==> config.mk <==
export PLATFORM = sky130hd
export DESIGN_NAME = fetch_unit_flat
export DESIGN_NICKNAME = d
export VERILOG_FILES = /design/src/rtl/fetch_unit_if.sv /design/src/rtl/fetch_unit.sv /design/src/flat_wrapper.sv
export SDC_FILE = /design/constraint.sdc
export NUM_CORES = 1
export LEC_CHECK = 0
export CAP_MARGIN = 5
export CELL_PAD_IN_SITES_DETAIL_PLACEMENT = 2
export CELL_PAD_IN_SITES_GLOBAL_PLACEMENT = 2
export CORE_MARGIN = 2
export CORE_UTILIZATION = 31
export CTS_CLUSTER_SIZE = 8
export DETAILED_ROUTE_END_ITERATION = 10
export PLACE_DENSITY = 0.87
export SLEW_MARGIN = 5
export SYNTH_ARGS = -nofsm -noshare
export SYNTH_HDL_FRONTEND = slang
export SYNTH_SLANG_ARGS = --single-unit
==> constraint.sdc <==
create_clock -name clk -period 4.4 [get_ports clk]
set_clock_uncertainty 0.1 [all_clocks]
set_input_delay 0.66 -clock clk [delete_from_list [all_inputs] [get_ports clk]]
set_output_delay 0.66 -clock clk [all_outputs]
set_load 0.02 [all_outputs]
==> src/rtl/fetch_unit_if.sv <==
// Instruction-memory request/response bus between the fetch stage (master) and imem (slave).
interface fetch_unit_if;
    logic        imem_req;
    logic [31:0] imem_addr;
    logic        imem_gnt;
    logic        imem_rvalid;
    logic [31:0] imem_rdata;

    modport master (
        output imem_req,
        output imem_addr,
        input  imem_gnt,
        input  imem_rvalid,
        input  imem_rdata
    );

    modport slave (
        input  imem_req,
        input  imem_addr,
        output imem_gnt,
        output imem_rvalid,
        output imem_rdata
    );
endinterface

==> src/rtl/fetch_unit.sv <==
// Instruction fetch stage: owns the PC, issues one word request at a time to imem and
// buffers returned instructions toward decode; branch redirects flush wrong-path work.
module fetch_unit #(
    parameter logic [31:0] RESET_PC   = 32'h0000_0000,
    parameter int          FIFO_DEPTH = 2
) (
    input  logic         clk,
    input  logic         rst,
    input  logic         redirect_valid_i,
    input  logic [31:0]  redirect_target_i,
    fetch_unit_if.master imem,
    output logic         if_valid_o,
    output logic [31:0]  if_pc_o,
    output logic [31:0]  if_instr_o,
    input  logic         id_ready_i
);
    localparam int               PTR_W   = $clog2(FIFO_DEPTH);
    localparam int               CNT_W   = PTR_W + 1;
    localparam logic [CNT_W-1:0] DEPTH_C = CNT_W'(FIFO_DEPTH);

    typedef enum logic [1:0] {
        S_IDLE,
        S_REQ,
        S_WAIT
    } state_e;

    state_e           state_q, state_d;
    logic [31:0]      fetch_pc_q, fetch_pc_d;
    logic [31:0]      req_pc_q, req_pc_d;
    logic             kill_q, kill_d;
    logic [PTR_W-1:0] rd_ptr_q, rd_ptr_d;
    logic [PTR_W-1:0] wr_ptr_q, wr_ptr_d;
    logic [CNT_W-1:0] count_q, count_d;
    logic [31:0]      fifo_pc_q    [FIFO_DEPTH];
    logic [31:0]      fifo_instr_q [FIFO_DEPTH];

    logic [31:0] target_pc;
    logic        push;
    logic        pop;

    assign target_pc  = {redirect_target_i[31:2], 2'b00};
    assign push       = (state_q == S_WAIT) && imem.imem_rvalid && !kill_q && !redirect_valid_i;
    assign if_valid_o = (count_q != '0) && !redirect_valid_i;
    assign pop        = if_valid_o && id_ready_i;
    assign if_pc_o    = fifo_pc_q[rd_ptr_q];
    assign if_instr_o = fifo_instr_q[rd_ptr_q];

    // req_pc_q is the address of the current or outstanding request and doubles as its tag.
    assign imem.imem_req  = (state_q == S_REQ);
    assign imem.imem_addr = req_pc_q;

    always_comb begin
        // NOTE: every next-state signal gets a default first so no latch is inferred.
        state_d    = state_q;
        fetch_pc_d = fetch_pc_q;
        req_pc_d   = req_pc_q;
        kill_d     = kill_q;
        rd_ptr_d   = rd_ptr_q;
        wr_ptr_d   = wr_ptr_q;
        count_d    = count_q;

        if (redirect_valid_i) begin
            rd_ptr_d = '0;
            wr_ptr_d = '0;
            count_d  = '0;
        end else begin
            if (push) wr_ptr_d = wr_ptr_q + PTR_W'(1);
            if (pop)  rd_ptr_d = rd_ptr_q + PTR_W'(1);
            if (push && !pop)      count_d = count_q + CNT_W'(1);
            else if (!push && pop) count_d = count_q - CNT_W'(1);
        end

        unique case (state_q)
            S_IDLE: begin
                if (!redirect_valid_i && (count_q < DEPTH_C)) state_d = S_REQ;
            end
            S_REQ: begin
                if (imem.imem_gnt) begin
                    state_d = S_WAIT;
                    // With kill set, fetch_pc already holds a redirect target, not this address.
                    if (!kill_q) fetch_pc_d = fetch_pc_q + 32'd4;
                end
            end
            S_WAIT: begin
                if (imem.imem_rvalid) begin
                    kill_d  = 1'b0;
                    state_d = (count_d < DEPTH_C) ? S_REQ : S_IDLE;
                end
            end
            default: state_d = S_IDLE;
        endcase

        if (redirect_valid_i) begin
            fetch_pc_d = target_pc;
            if ((state_q == S_REQ) || ((state_q == S_WAIT) && !imem.imem_rvalid)) kill_d = 1'b1;
        end

        if ((state_d == S_REQ) && (state_q != S_REQ)) req_pc_d = fetch_pc_d;
    end

    // NOTE: sequential state uses non-blocking assignments so every register sees pre-edge values.
    always_ff @(posedge clk) begin
        if (rst) begin
            state_q    <= S_IDLE;
            fetch_pc_q <= RESET_PC;
            req_pc_q   <= RESET_PC;
            kill_q     <= 1'b0;
            rd_ptr_q   <= '0;
            wr_ptr_q   <= '0;
            count_q    <= '0;
        end else begin
            state_q    <= state_d;
            fetch_pc_q <= fetch_pc_d;
            req_pc_q   <= req_pc_d;
            kill_q     <= kill_d;
            rd_ptr_q   <= rd_ptr_d;
            wr_ptr_q   <= wr_ptr_d;
            count_q    <= count_d;
        end
    end

    // NOTE: buffer storage is not reset; an entry is only read once count_q marks it valid.
    always_ff @(posedge clk) begin
        if (push) begin
            fifo_pc_q[wr_ptr_q]    <= req_pc_q;
            fifo_instr_q[wr_ptr_q] <= imem.imem_rdata;
        end
    end
endmodule

==> src/flat_wrapper.sv <==
// flat-port wrapper written by rule: the top's interface ports become plain ports
module fetch_unit_flat 
#(
    parameter logic [31:0] RESET_PC   = 32'h0000_0000,
    parameter int          FIFO_DEPTH = 2
)
  (clk, rst, redirect_valid_i, redirect_target_i, if_valid_o, if_pc_o, if_instr_o, id_ready_i, imem_imem_req, imem_imem_addr, imem_imem_gnt, imem_imem_rvalid, imem_imem_rdata);
  fetch_unit_if imem_i ();
  input  logic clk;
  input  logic rst;
  input  logic redirect_valid_i;
  input  logic [31:0] redirect_target_i;
  output logic if_valid_o;
  output logic [31:0] if_pc_o;
  output logic [31:0] if_instr_o;
  input  logic id_ready_i;
  output wire logic [$bits(imem_i.imem_req)-1:0] imem_imem_req;
  output wire logic [$bits(imem_i.imem_addr)-1:0] imem_imem_addr;
  input wire logic [$bits(imem_i.imem_gnt)-1:0] imem_imem_gnt;
  input wire logic [$bits(imem_i.imem_rvalid)-1:0] imem_imem_rvalid;
  input wire logic [$bits(imem_i.imem_rdata)-1:0] imem_imem_rdata;
  assign imem_imem_req = imem_i.imem_req;
  assign imem_imem_addr = imem_i.imem_addr;
  assign imem_i.imem_gnt = imem_imem_gnt;
  assign imem_i.imem_rvalid = imem_imem_rvalid;
  assign imem_i.imem_rdata = imem_imem_rdata;
  fetch_unit #(.RESET_PC(RESET_PC), .FIFO_DEPTH(FIFO_DEPTH)) u_core (.clk(clk), .rst(rst), .redirect_valid_i(redirect_valid_i), .redirect_target_i(redirect_target_i), .imem(imem_i), .if_valid_o(if_valid_o), .if_pc_o(if_pc_o), .if_instr_o(if_instr_o), .id_ready_i(id_ready_i));
endmodule
==> metrics list <==
- Power spread over the standard cell area amounts to about 380 nW/µm².
- CTS H-tree depth: 4
- Number of cell rows: 59
- The flow ran to the end, and the final reports show no timing, DRC or antenna violations.
- Initial cell density of the core: 31.4%
- In this run the critical register-to-register path is captured at u_core.imem.imem_addr[30].
- Detailed-route vias per instance: 5.11
- Commonest non-fill, non-tap cell in the layout: clkdlybuf4s50_1
- Kind of path behind the tightest hold check: reg2reg
- Post-synth EDFFs: 128
- For this run, asynchronously set or reset flops after synthesis account for 0%.
- IR Drop Worst-Case VDD: 0.284 mV
- Placed cell count: 1,094
- The global routing stage identified its most utilized layer as met2.
* Root Buffer Master: clkbuf_16
* Sequential share of the synthesized area: 64.8%
* Internal power component: 3.10 mW
- Of the available clock period, the critical path in the final layout requires 74.1%.
- Along the worst path, the maximum fanout reaches 12.
- For the pin with the worst max-slew slack, the measured transition is between 0.9 and 1 ns.
* Met2 track demand over resource in global routing: a little under a third
* Sequential fraction of design power: 51.1%
- Number of hold-slack violations in the final timing report: 0
* Net switching power figure: 1.04 mW
* Category of the worst setup path capture point: register
- Arrival time reported for the critical path endpoint: 3.50 ns
- Leading area contributor after synthesis: edfxtp_1
* Startpoint of the worst-slack reg-to-reg timing path: u_core.state_q[0]
- The path with the worst hold slack has its endpoint at u_core.count_q[0].
* Routed via count: 5,763
- Slowest cell on the critical path: clkdlybuf4s50_1
- Instance area after placement: 10,200 µm²
* Leftover overflow at the end of global routing: 0
- Setup violations remaining at the end of the flow were counted as 0.
* Pin count of the biggest net entering global routing: 65
- Cell-by-cell trace of the critical path: clkdlybuf4s50_1 -> nand3b_1 -> or3_1 -> ha_1 -> and2_1 -> o31a_1 -> a21bo_2 -> nor2_1 -> buf_4 -> o2bb2ai_1
- Static leakage power: 3.67 nW
* Hold buffer count at cts: 0
* Synthesized Nets: 688
* GP Congestion: 0.829
- Fin area: 10,800 µm²
- TritonCTS Buffers: 17
- CTS tree: built
- The tool flagged a number of max-cap violations equal to 0.
- Buffers added to address setup during post-CTS repair amount to 0.
- In the synthesized netlist, the number of instances is between 600 and 700.
* Leading cell types in the layout, fill and taps excluded: 165 x clkdlybuf4s50_1, 128 x edfxtp_1, 71 x dfxtp_1
- In the final layout, the multi-input gates occupy between 2000 and 3000 µm².
- Total of buffers placed on input and output ports: 165
* Part of the total power dissipated in combinational logic: roughly 8.8%
- Post-synthesis cell type count: 65
* CTS sink count: 200
* Final Slew Violations: 0
- Count of placed standard cells in the final layout, fillers left out: approximately 1,100
- Drt wl/cell: about 22 µm
* Startpoint type of the worst setup path: input port
- Synthesized area per cell: between 10 and 15 µm²
- After clock tree synthesis, the repair step resized 0 gates.
* Ports placed on the boundary: 168
- Sequential cell area: 5290 µm²
- The region available for standard cell placement spans 26,000 µm².
- Crit path time final: 3.26 ns
- After synthesis, the largest area contributor takes up between 40% and 50% of total cell area.
* Synth area leaders: edfxtp_1 47%, dfxtp_1 18%, mux2_2 8.8%
- At the worst endpoint, the required time is 4.64 ns.
- Clock-pin slew of the registers on the worst-case setup and hold paths: 0.07 ns
- The cell family contributing the most delay on the critical path is simple AND/OR/NAND/NOR gates.
* Antenna-violating nets left: 0
- Synth Warn #: 0
- The startpoint identified for the worst hold timing path is u_core.count_q[0].
* Floorplan die height: 166 µm
- The floorplan step defined a die boundary enclosing 27,600 µm².
* Met3 Use GR: 2.72%
* Insertion delay of the later-clocked pin in the worst-skew pair: around 0.44 ns
* Fraction of power consumed by the clock network: roughly two fifths
- Longest individual stage delay on the worst path: 0.52 ns
- In the final design database the tool counted 852 nets.
* Layout fillers: roughly 2,600
- Setup repair after global routing left no endpoint under its margin.
* Via count of the first global-routing pass: 6,331
* Reg2reg path depth: 9
- In the final timing run, aggregate negative setup slack is 0 ns.
- Kind of critical path: in2reg
- The first global-routing pass estimated 37.9 mm of wire.
- Netlist Area Pre-Place: 8160 µm²
- Net switching is around a quarter of the power.
* Antenna violations before repair: 1
* Max_slew headroom: a little over a third
* Most common flop cell mapped by yosys: edfxtp_1
- The final layout contains routed wiring with a total length of 24.4 mm.
* Met1 Resource Use GR: between 20% and 30%
- Of the cells placed in the final design, the portion with a size suffix greater than 1 is 16.2%.
- The first detailed-routing pass took 4 iterations.
- Global Route Usage Sum: between 15 and 20%
- Worst R2R Setup Slack: 1.32 ns
- Derived from the worst setup path, the maximum achievable clock frequency is between 300 and 400 MHz.
* Cells on Worst Hold Path: 2
- Post-route DRC violation count: 0
- The wire-length estimate of the detail-placed layout is 17.0 mm.
* Clk buf depth: 2
- The floorplan step set the die width to 166 µm.
* Post-synthesis register bit count: 200
- Layout area overhead: 32.3%
* Critical path buffer and inverter count: 2
- The detailed router finished its first iteration with 316 violations.
[synth_stat cells, types with 9 or more instances]
cell type	count
nand3_1	23
mux2_2	64
o21ai_0	13
dfxtp_1	72
clkbuf_1	20
nor4_1	11
nand4_1	9
a21oi_1	12
nor3_1	26
nand2_1	38
edfxtp_1	128
nor2_1	47
[sequential cells by signal (all words and copies together) (netlist names), named ones only]
register / cells
u_core.imem.imem_addr: 32
u_core.fifo_instr_q: 64
u_core.state_q: 2
u_core.wr_ptr_q: 1
u_core.rd_ptr_q: 1
u_core.count_q: 2
u_core.fetch_pc_q: 32
u_core.kill_q: 1
u_core.fifo_pc_q: 64
[worst max-delay path by stage]
stage	from	end	slack, ns	depth (start not counted)
finish	imem_imem_rvalid	u_core.imem.imem_addr[30]	1.14	10
global route	imem_imem_rvalid	u_core.imem.imem_addr[30]	1.01	10
CTS	imem_imem_rvalid	u_core.imem.imem_addr[30]	1.11	10
detailed placement	imem_imem_rvalid	u_core.imem.imem_addr[30]	0.73	10
global placement	imem_imem_rvalid	u_core.imem.imem_addr[30]	0.83	10
floorplan	redirect_valid_i	u_core.fifo_instr_q[0][0]	1.00	3
[final cells by class]
cell class	count	share of cell area, %
clock buffer	17	3.94
clock inverter	15	1.84
multi-input combinational	373	24.6
timing repair buffer	177	16.4
sequential	200	49.0
tap	335	3.88
antenna	1	0.0232
inverter	9	0.313
[through the flow]
| step | util (%) | worst slack [ns] | hold slack, ns | total power [mW] |
|---|---|---|---|---|
| after floorplan | - | 1.00 | 0.329 | 2.32 |
| after global placement | 39.1 | 0.833 | 0.343 | 2.50 |
| after detailed placement | 39.1 | 0.735 | 0.356 | 2.52 |
| after CTS | 41.5 | 1.11 | 0.381 | 4.19 |
| after global routing | 41.5 | 1.01 | 0.406 | 4.28 |
| final | 41.5 | 1.14 | 0.380 | 4.14 |
[cell families (layout without fill, tap and decap cells)]
kind of cell             after synthesis  after routing  share of synthesized area [%]
flip-flops                           200            200                           64.8
AND/OR/NAND/NOR                      197            197                           12.8
AO/OA/AOI/OAI                         89             89                           8.07
multiplexers                          71             71                           9.75
buffers and inverters                 41            218                           2.74
XOR/XNOR                              12             12                           1.29
adder cells (fa/ha/maj)                4              4                          0.613
other                                  0              1                              0
[metal layers]
metal / vias to the layer above / part of all wire [%]
met5: - / 0
met4: 0 / 1.6
met3: 24 / 3.1
met2: 134 / 52
met1: 2955 / 43
li1: 2650 / -
[power by group through the flow]
| stage | Sequential (mW) | Clock [mW] | Combinational [mW] |
|---|---|---|---|
| after global placement | 2.15 | 0 | 0.347 |
| final | 2.12 | 1.66 | 0.366 |
| after global routing | 2.13 | 1.76 | 0.391 |
| after floorplan | 2.17 | 0 | 0.149 |
| after CTS | 2.12 | 1.70 | 0.369 |
| after detailed placement | 2.16 | 0 | 0.362 |
[tightest hold or removal path, stage by stage (launching register included)]
cell and delay [ns]:
dfxtp_1 0.33, nand2_1 0.06, a21oi_1 0.05
No activity file was read; power rests on OpenSTA's default activity.
==> RTL edit, RTL diff (config.mk and constraints unchanged) <==
`FIFO_DEPTH` is set to 2 in 2 places; all go to 4.
--- a/src/rtl/fetch_unit.sv
+++ b/src/rtl/fetch_unit.sv
@@ -2,7 +2,7 @@
 // buffers returned instructions toward decode; branch redirects flush wrong-path work.
 module fetch_unit #(
     parameter logic [31:0] RESET_PC   = 32'h0000_0000,
-    parameter int          FIFO_DEPTH = 2
+    parameter int          FIFO_DEPTH = 4
 ) (
     input  logic         clk,
     input  logic         rst,
--- a/src/flat_wrapper.sv
+++ b/src/flat_wrapper.sv
@@ -2,7 +2,7 @@
 module fetch_unit_flat 
 #(
     parameter logic [31:0] RESET_PC   = 32'h0000_0000,
-    parameter int          FIFO_DEPTH = 2
+    parameter int          FIFO_DEPTH = 4
 )
   (clk, rst, redirect_valid_i, redirect_target_i, if_valid_o, if_pc_o, if_instr_o, id_ready_i, imem_imem_req, imem_imem_addr, imem_imem_gnt, imem_imem_rvalid, imem_imem_rdata);
   fetch_unit_if imem_i ();
Formal check against the unedited RTL: not equivalent (a bounded check fails within 10 cycles, from zero or initial values and one cycle with rst high).
==> RTL edit against the unedited design <==
Worst setup slack got worse by 0.22 ns. Synthesized cell count is 25% higher. Via count grew 33%. Combinational power increased by 7.9%. Critical path type is now reg2out. Synthesized area up 60%. Wire length increased by 44%. Power up 76%. Sequential cell count increased by 132. Non-clock buffer count up 1. Design area up 55%.
==> RTL edit: results <==
[grt]
global_route.usage.total_pct = 16.2
global_route.usage.met3_pct = 3.79
grt_antenna_before_repair = 2
grt_util_met2_pct = 28.2
global_route.usage.met1_pct = 20.5
largest_net_degree_at_the_start_of_global_routing = 65
grt_pass1_vias = 8650
grt_overflow_total = 0
grt_pass1_wl_um = 53500

[clock_tree]
postCtsSetupBuffers = 0
cts_root_buf = sky130_fd_sc_hd__clkbuf_16
cts-resized-gates = 0
clk_lat_worst_skew_ns = 0.54
clk_path_buf_depth = 3
tritoncts.num_buffers = 47
clkTransAtPathRegs_ns = 0.05
clock_tree.htree_level_count = 2

[timing]
worstMarginPinSlew_ns = 1.14

[yosys]
asyncSetResetFlopFracSynth_pct = 0
yosys_warnings = 0
number_of_flops_mapped_to_enable_cells_by_yosys = 256
synth_nets = 849
synth.top_cell.area_share_pct = 59.0
synth.yosys.seq_area_share_pct = 70.7
postSynth.topFlopCell = sky130_fd_sc_hd__edfxtp_1
yosys-top-cells-area = sky130_fd_sc_hd__edfxtp_1 (59%), sky130_fd_sc_hd__dfxtp_1 (12%), sky130_fd_sc_hd__mux4_2 (11%)
netlist-cell-type-count = 64
synth_commonest_cells = sky130_fd_sc_hd__edfxtp_1 (256), sky130_fd_sc_hd__dfxtp_1 (76), sky130_fd_sc_hd__mux4_2 (64)

[critical_path]
cpMaxStageDelayCell = sky130_fd_sc_hd__dfxtp_4
worstPathArrival_ns = 2.72
timing.critical_path.max_delay_family = flip-flops
critical_path.max_fanout = 64
cpPeakStageDelay_ns = 1.08

[route]
met2WireLength_um = 17500
met1Wirelength_um = 15000
met3WireLength_um = 1930
via_count = 7691
drt_pre_antenna_iters = 4
drt_iter0_markers = 308
routed_wire_per_std_cell_um = 23.0
topRoutingLayerUsed = met4

[final_layout]
fillCellCount = 4012
largest_registers = u_core.fifo_instr_q: 128 flops, u_core.fifo_pc_q: 128 flops
n_antenna_cell = 0
final_net_count = 1034
layout_cells_sized_above_1_pct = 16.0

[place]
numPortBuffers = 165
gpl.final_weighted_congestion = 0.756
place.detailed.hpwl_um = 22600
pre_cts_ws_ns = 0.527

[status]
status = completed

[pwr]
total_leakage_power_uw = 0.00540
irDropWorstVdd_v = 0.000243

[hold_path]
hp-class = in2reg
==> RTL edit: report_power, final <==
| group | leakage [µW] | internal, µW | switching (µW) |
|---|---|---|---|
| clock network | 0.000652 | 2070 | 1270 |
| logic | 0.00177 | 184 | 211 |
| registers | 0.00298 | 3450 | 80.6 |
==> RTL edit: logic make-up after synthesis <==
logic type                 count (synthesis)  synth area share, %
DFF                                      332                 70.7
and+or+nand+nor                          202                 8.58
AOI/OAI and AO/OA                         85                 5.24
muxes                                     72                 11.7
buffers and inverters                     54                 1.90
xor gates and xnor gates                  14                0.941
adders and majority gates                 10                0.960
==> RTL edit: area by class of cell <==
type	instances	area (µm²)	share of cell area, %
Clock buffer	85	1370	8.21
Sequential cell	332	9220	55.2
Multi-Input combinational cell	383	3600	21.5
Timing Repair Buffer	178	1800	10.8
Inverter	12	45.0	0.270
Tap cell	539	674	4.04
==> RTL edit: path summary, 6_finish.rpt <==
kind	startpoint	end	slack [ns]	cells past startpoint
max	flip-flop	if_pc_o[27]	0.92	2
min	redirect_valid_i	u_core.count_q[2]$_SDFF_PP0_	0.27	2
max reg2reg	u_core.count_q[0]$_SDFFE_PP0P_	u_core.imem.imem_addr[26]$_SDFFE_PP0P_	1.02	11
min reg2reg	u_core.fetch_pc_q[0]$_SDFF_PP0_	u_core.fetch_pc_q[0]$_SDFF_PP0_	0.41	1
==> RTL edit: through the flow <==
stage               hold slack (ns)  cells  util, %  area, µm²  total power, µW
floorplan                     0.362    769        -      13000             3760
global placement              0.376   1444     36.7      15300             3960
detailed placement            0.401   1444     36.7      15300             3990
CTS                           0.238   1529     40.0      16700             7380
global route                  0.247   1529     40.0      16700             7520
finish                        0.267   1529     40.0      16700             7270
